--- config.mk ---
export PLATFORM = sky130hd
export DESIGN_NAME = pong_link_tx_scheduler_flat
export DESIGN_NICKNAME = d
export VERILOG_FILES = /design/src/rtl/pong_link_tx_scheduler_if.sv /design/src/rtl/pong_link_tx_scheduler.sv /design/src/flat_wrapper.sv
export SDC_FILE = /design/constraint.sdc
export NUM_CORES = 1
export LEC_CHECK = 0
export ABC_AREA = 1
export BUFFER_PORTS_ARGS = -buffer_cell sky130_fd_sc_hd__buf_2
export CAP_MARGIN = 20
export CORE_MARGIN = 8
export CORE_UTILIZATION = 50
export DETAILED_ROUTE_END_ITERATION = 10
export GPL_ROUTABILITY_DRIVEN = 0
export GPL_TIMING_DRIVEN = 0
export PLACE_DENSITY = 0.72
export SLEW_MARGIN = 10
export SYNTH_ARGS = -nofsm -noshare
export SYNTH_HDL_FRONTEND = slang
export SYNTH_SLANG_ARGS = --single-unit
--- constraint.sdc ---
create_clock -name clk -period 3.75 [get_ports clk]
set_input_delay 0.375 -clock clk [delete_from_list [all_inputs] [get_ports clk]]
set_output_delay 0.375 -clock clk [all_outputs]
set_load 0.01 [all_outputs]
--- src/rtl/pong_link_tx_scheduler_if.sv ---
// UART TX FIFO write port shared by the link scheduler and the FIFO.
//   w_data  : byte presented to the FIFO
//   wr_uart : one-cycle write strobe
//   tx_full : FIFO full, writes are held off while high
interface pong_link_tx_scheduler_if;
  logic [7:0] w_data;
  logic       wr_uart;
  logic       tx_full;

  modport master (output w_data, output wr_uart, input tx_full);
  modport slave  (input w_data, input wr_uart, output tx_full);
endinterface

--- src/rtl/pong_link_tx_scheduler.sv ---
// Board-to-board link transmit scheduler. Turns pad, ball and score updates
// into fixed-format packets and feeds them byte by byte into the UART TX FIFO.
//   clk, rst            : clock, synchronous active-low reset
//   timing_tick         : frame tick, raises PAD (and BALL when master)
//   master              : this board owns ball/score traffic
//   y_pad, x_ball, y_ball, score_left, score_right : packet payloads
//   score_event         : score changed, raises SCORE when master
//   uart                : FIFO write port (w_data, wr_uart, tx_full)
//   busy                : packet or inter-packet gap in progress
//   drop_cnt            : saturating count of merged requests
module pong_link_tx_scheduler #(
  parameter logic [7:0]  PAD_HDR    = 8'hA1,
  parameter logic [7:0]  BALL_HDR   = 8'hB2,
  parameter logic [7:0]  SCORE_HDR  = 8'hC3,
  parameter int unsigned GAP_CYCLES = 32'd2
) (
  input  logic                             clk,
  input  logic                             rst,
  input  logic                             timing_tick,
  input  logic                             master,
  input  logic [9:0]                       y_pad,
  input  logic [9:0]                       x_ball,
  input  logic [9:0]                       y_ball,
  input  logic [3:0]                       score_left,
  input  logic [3:0]                       score_right,
  input  logic                             score_event,
  pong_link_tx_scheduler_if.master         uart,
  output logic                             busy,
  output logic [7:0]                       drop_cnt
);

  localparam logic [15:0] GAP_LAST = (GAP_CYCLES == 32'd0) ? 16'd0 : 16'(GAP_CYCLES - 32'd1);

  typedef enum logic [1:0] {IDLE = 2'd0, SEND = 2'd1, GAP = 2'd2} state_t;

  state_t      state_r;
  logic        pad_p_r, ball_p_r, score_p_r;
  logic [39:0] pkt_r;      // snapshot, byte 0 in [39:32]
  logic [2:0]  len_r;
  logic [2:0]  idx_r;
  logic [15:0] gap_cnt_r;
  logic [7:0]  hold_r;     // last byte written, shown while idle
  logic        busy_r;
  logic [7:0]  drop_r;

  logic        req_pad_s, req_ball_s, req_score_s;
  logic        win_pad_s, win_ball_s, win_score_s, start_s;
  logic [39:0] pkt_next_s;
  logic [2:0]  len_next_s;
  logic [7:0]  cur_byte_s;
  logic        wr_s, last_s;
  logic [1:0]  n_drop_s;
  logic [8:0]  drop_sum_s;
  logic [7:0]  drop_next_s;

  assign req_pad_s   = timing_tick;
  assign req_ball_s  = timing_tick & master;
  assign req_score_s = score_event & master;

  // Fixed-priority arbitration among pending flags, only while idle.
  always_comb begin
    win_score_s = 1'b0;
    win_ball_s  = 1'b0;
    win_pad_s   = 1'b0;
    if (state_r == IDLE) begin
      if (score_p_r) begin
        win_score_s = 1'b1;
      end else if (ball_p_r) begin
        win_ball_s = 1'b1;
      end else begin
        win_pad_s = pad_p_r;
      end
    end else begin
      win_score_s = 1'b0;
    end
  end

  assign start_s = win_score_s | win_ball_s | win_pad_s;

  // Build the snapshot of the winning packet from the live inputs.
  always_comb begin
    pkt_next_s = 40'h0;
    len_next_s = 3'd3;
    if (win_score_s) begin
      pkt_next_s = {SCORE_HDR, 4'h0, score_left, 4'h0, score_right, 16'h0000};
      len_next_s = 3'd3;
    end else if (win_ball_s) begin
      pkt_next_s = {BALL_HDR, 6'd0, x_ball[9:8], x_ball[7:0], 6'd0, y_ball[9:8], y_ball[7:0]};
      len_next_s = 3'd5;
    end else begin
      pkt_next_s = {PAD_HDR, 6'd0, y_pad[9:8], y_pad[7:0], 16'h0000};
      len_next_s = 3'd3;
    end
  end

  // Current byte of the snapshot selected by the byte index.
  always_comb begin
    cur_byte_s = 8'h00;
    case (idx_r)
      3'd0:    cur_byte_s = pkt_r[39:32];
      3'd1:    cur_byte_s = pkt_r[31:24];
      3'd2:    cur_byte_s = pkt_r[23:16];
      3'd3:    cur_byte_s = pkt_r[15:8];
      3'd4:    cur_byte_s = pkt_r[7:0];
      default: cur_byte_s = 8'h00;
    endcase
  end

  // Merge counting: a request hitting a still-set flag is lost; a request on
  // the cycle its flag is being consumed becomes the next pending request.
  always_comb begin
    n_drop_s    = {1'b0, req_pad_s & pad_p_r & ~win_pad_s}
                + {1'b0, req_ball_s & ball_p_r & ~win_ball_s}
                + {1'b0, req_score_s & score_p_r & ~win_score_s};
    drop_sum_s  = {1'b0, drop_r} + {7'd0, n_drop_s};
    drop_next_s = drop_sum_s[8] ? 8'hFF : drop_sum_s[7:0];
  end

  // The write strobe follows the live tx_full so a full FIFO is never written.
  assign wr_s         = (state_r == SEND) & ~uart.tx_full;
  assign last_s       = (idx_r == (len_r - 3'd1));
  assign uart.wr_uart = wr_s;
  assign uart.w_data  = wr_s ? cur_byte_s : hold_r;
  assign busy         = busy_r;
  assign drop_cnt     = drop_r;

  // Pending flags, drop counter and IDLE/SEND/GAP sequencing.
  always_ff @(posedge clk) begin
    if (!rst) begin
      state_r   <= IDLE;
      pad_p_r   <= 1'b0;
      ball_p_r  <= 1'b0;
      score_p_r <= 1'b0;
      pkt_r     <= 40'h0;
      len_r     <= 3'd0;
      idx_r     <= 3'd0;
      gap_cnt_r <= 16'd0;
      hold_r    <= 8'h00;
      busy_r    <= 1'b0;
      drop_r    <= 8'h00;
    end else begin
      pad_p_r   <= (pad_p_r & ~win_pad_s) | req_pad_s;
      ball_p_r  <= (ball_p_r & ~win_ball_s) | req_ball_s;
      score_p_r <= (score_p_r & ~win_score_s) | req_score_s;
      drop_r    <= drop_next_s;
      case (state_r)
        IDLE: begin
          if (start_s) begin
            state_r <= SEND;
            busy_r  <= 1'b1;
            idx_r   <= 3'd0;
            pkt_r   <= pkt_next_s;
            len_r   <= len_next_s;
          end else begin
            busy_r <= 1'b0;
          end
        end
        SEND: begin
          if (wr_s) begin
            hold_r <= cur_byte_s;
            if (last_s) begin
              idx_r <= 3'd0;
              if (GAP_CYCLES > 32'd0) begin
                state_r   <= GAP;
                gap_cnt_r <= 16'd0;
              end else begin
                state_r <= IDLE;
                busy_r  <= 1'b0;
              end
            end else begin
              idx_r <= idx_r + 3'd1;
            end
          end
        end
        GAP: begin
          if (gap_cnt_r == GAP_LAST) begin
            state_r <= IDLE;
            busy_r  <= 1'b0;
          end else begin
            gap_cnt_r <= gap_cnt_r + 16'd1;
          end
        end
        default: begin
          state_r <= IDLE;
          busy_r  <= 1'b0;
        end
      endcase
    end
  end

endmodule

--- src/flat_wrapper.sv ---
// flat-port wrapper written by rule: the top's interface ports become plain ports
module pong_link_tx_scheduler_flat 
#(
  parameter logic [7:0]  PAD_HDR    = 8'hA1,
  parameter logic [7:0]  BALL_HDR   = 8'hB2,
  parameter logic [7:0]  SCORE_HDR  = 8'hC3,
  parameter int unsigned GAP_CYCLES = 32'd2
)
  (clk, rst, timing_tick, master, y_pad, x_ball, y_ball, score_left, score_right, score_event, busy, drop_cnt, uart_w_data, uart_wr_uart, uart_tx_full);
  pong_link_tx_scheduler_if uart_i ();
  input  logic clk;
  input  logic rst;
  input  logic timing_tick;
  input  logic master;
  input  logic [9:0] y_pad;
  input  logic [9:0] x_ball;
  input  logic [9:0] y_ball;
  input  logic [3:0] score_left;
  input  logic [3:0] score_right;
  input  logic score_event;
  output logic busy;
  output logic [7:0] drop_cnt;
  output wire logic [$bits(uart_i.w_data)-1:0] uart_w_data;
  output wire logic [$bits(uart_i.wr_uart)-1:0] uart_wr_uart;
  input wire logic [$bits(uart_i.tx_full)-1:0] uart_tx_full;
  assign uart_w_data = uart_i.w_data;
  assign uart_wr_uart = uart_i.wr_uart;
  assign uart_i.tx_full = uart_tx_full;
  pong_link_tx_scheduler #(.PAD_HDR(PAD_HDR), .BALL_HDR(BALL_HDR), .SCORE_HDR(SCORE_HDR), .GAP_CYCLES(GAP_CYCLES)) u_core (.clk(clk), .rst(rst), .timing_tick(timing_tick), .master(master), .y_pad(y_pad), .x_ball(x_ball), .y_ball(y_ball), .score_left(score_left), .score_right(score_right), .score_event(score_event), .uart(uart_i), .busy(busy), .drop_cnt(drop_cnt));
endmodule
==> results.yml <==
grt:
  first_global_vias: 3290
  grt_start_max_net_pins: 11
  grt_use_total_pct: 18.16
  antenna_found_initial: 0
  grt_overflow: 0
  grt_pass1_wl_mm: 14.94
synthesis:
  yosysUniqueCellTypes: 28
  ys_ff_latch: 69
  synth_top_area_share_pct: 38.45
  synth_edf_count: 0
  synth_common_cells: "nand2_1, dfxtp_1, a21oi_1, inv_1, nor2_1"
  synth_area_leaders: "dfxtp_1, nand2_1, a21oi_1"
  seq_area_frac_synth_pct: 38.45
  synth-async-reset-ratio_pct: 0
  syn_inst: 540
  synth_ff_type: "dfxtp_1"
  synthesis.nets: 596
  synth.avg_cell_area_um2: 6.652
  synth_most_common_cell: "nand2_1"
  netlist_area_um2: 3592
  yosys_warnings: 0
  synth_top_cell_by_area: "dfxtp_1"
final_layout:
  syn2layout_area_growth_pct: 16.75
  final_nets: 667
  drive_above_1_share_pct: 16.26
  n_antenna_cell: 0
  design_area_um2: 4194
clock_network:
  clkTransAtPathRegs_ns: 0.07
  cts.sinks: 69
  cts_root_buffer: "clkbuf_8"
  clk_latency_ns: 0.34
  clock_path_buffers: 2
  cts_buffers: 9
  cts_setup_buffers: 0
  cts_resized: 0
  cts.htree.levels: 3
  tritoncts: "yes"
  hold_buffers: 0
worst_setup_path:
  path_class: "flip-flop to flip-flop"
  rr_startpoint: "u_core.state_r[1]"
  cp_max_fo: 10
  crit_required_ns: 3.99
  worstPathArrival_ns: 3.35
  r2r_cells: 16
  crit_path_end_kind: "flip-flop"
  crit_start: "u_core.state_r[1]"
  startpoint_type: "flip-flop"
run:
  drv_cap: 0
pwr:
  p_leak_uw: 0.001937
  ir_worst_vdd_mv: 0.2292
  p_per_area_nw_per_um2: 462.1
sta:
  min_period_ns: 3.110
  rsz0062_at_grt: "no"
  timing.fmax_ghz: 0.3216
  finalHoldViolations: 0
  slew_viol_final: 0
  fin_crit_sh_pct: 82.92
  tns_ns: 0
  skew_ns: 0.005441
  setup_viol: 0
  slew_headroom_pct: 63.47
  worstMarginPinSlew_ns: 0.5480
drt:
  post-route-drc-count: 0
  ant_nets: 0
  first_pass_iters: 5
  via_count: 3549
  drt-initial-drc-count: 237
  via_per_inst: 4.971
  drt_wl_total_mm: 8.855
  wire_per_inst_um: 12.40
placement:
  portBuffers: 60
  place_hpwl_mm: 6.756
  placed_cell_area_um2: 4016
die:
  start_util_pct: 50.61
  die_area_um2: 10150
  die_h_um: 100.8
  rows: 31
  ios: 62
  fp.dieW_um: 100.8
  core_um2: 7098
hold_path:
  hold_depth: 3
  hp-start: "timing_tick"
  hold_path.class: "input port to flip-flop"
run_status:
  outcome: "completed"
-- routing by layer --
layer  GRT usage [%]  share of wire [%]  vias up
met4           7.209                1.6        0
met1           24.13                 49     1573
li1                -                  -     1866
met5               0                  0        -
met3           4.075                5.2       14
met2           27.66                 44       96
-- logic make-up (layout without fill, tap and decap cells) --
family	count (synthesis)	after routing	share of synthesized area, %
AND/OR/NAND/NOR	305	305	36.36
XOR/XNOR	2	2	0.4877
flip-flops	69	69	38.45
adder cells (fa/ha/maj)	12	12	4.598
buffers and inverters	74	149	8.464
AO/OA/AOI/OAI	78	78	11.63
-- cells in the final DEF, fill, tap and decap left out, types with 5 or more instances in the layout --
cell type / instances
a21oi_1: 56
buf_2: 63
clkbuf_1: 12
clkbuf_8: 12
dfxtp_1: 69
ha_1: 10
inv_1: 52
inv_2: 5
nand2_1: 184
nand3_1: 43
nand4_1: 8
nor2_1: 51
nor2_4: 5
o21ai_0: 13
-- worst paths after layout --
path | endpoint | slack [ns]
setup / recovery | u_core.drop_cnt[5] | 0.64
hold / removal | u_core.pad_p_r | 0.27
setup reg to reg | u_core.drop_cnt[5] | 0.64
hold reg to reg | u_core.pkt_r[7] | 0.47
-- power breakdown --
group	internal, µW	switching [µW]
clock	291	264
sequential	805	65.1
combinational	180	333
total	1280	662
-- through the flow --
| step | util (%) | total power, µW | std cells | setup slack (ns) | hold WS, ns |
|---|---|---|---|---|---|
| 4_1_cts | 59.09 | 1949 | 714 | 0.5935 | 0.2602 |
| 3_5_place_dp | 56.58 | 1395 | 699 | 0.6085 | 0.4533 |
| 2_1_floorplan | - | 1249 | 540 | 1.045 | 0.4392 |
| 5_1_grt | 59.09 | 2065 | 714 | 0.2612 | 0.2822 |
| 3_3_place_gp | 56.58 | 1386 | 699 | 0.6914 | 0.4500 |
| 6_report | 59.09 | 1938 | 714 | 0.6403 | 0.2712 |
-- cell type report --
type | instances | area [µm²]
clock buffer | 14 | 172.7
inverter | 57 | 214.0
sequential | 69 | 1381
clock inverter | 1 | 5.005
tap | 99 | 123.9
multi-input combinational | 397 | 1907
buffer | 17 | 90.09
fill | 704 | 2904
timing repair buffer | 60 | 300.3
-- sequential cells by signal, indices dropped and copies added (netlist names) --
name / flops
u_core.pkt_r: 26
u_core.busy: 1
u_core.state_r: 2
u_core.drop_cnt: 8
u_core.len_r: 2
u_core.idx_r: 3
u_core.ball_p_r: 1
u_core.hold_r: 8
u_core.pad_p_r: 1
u_core.score_p_r: 1
u_core.gap_cnt_r: 16
-- critical path: stages (launching register included) --
cell and delay (ns):
dfxtp_1 0.44, nor2_4 0.07, nand3_2 0.10, clkbuf_1 0.39, nand2_1 0.13, nor2_1 0.14
fa_1 0.43, ha_1 0.24, fa_1 0.42, nand2_1 0.09, nor2_1 0.05, nand2_1 0.08
inv_1 0.07, nand2_1 0.16, nand3_1 0.10, nand2_1 0.07, inv_1 0.04
No activity file was read; power rests on OpenSTA's default activity.
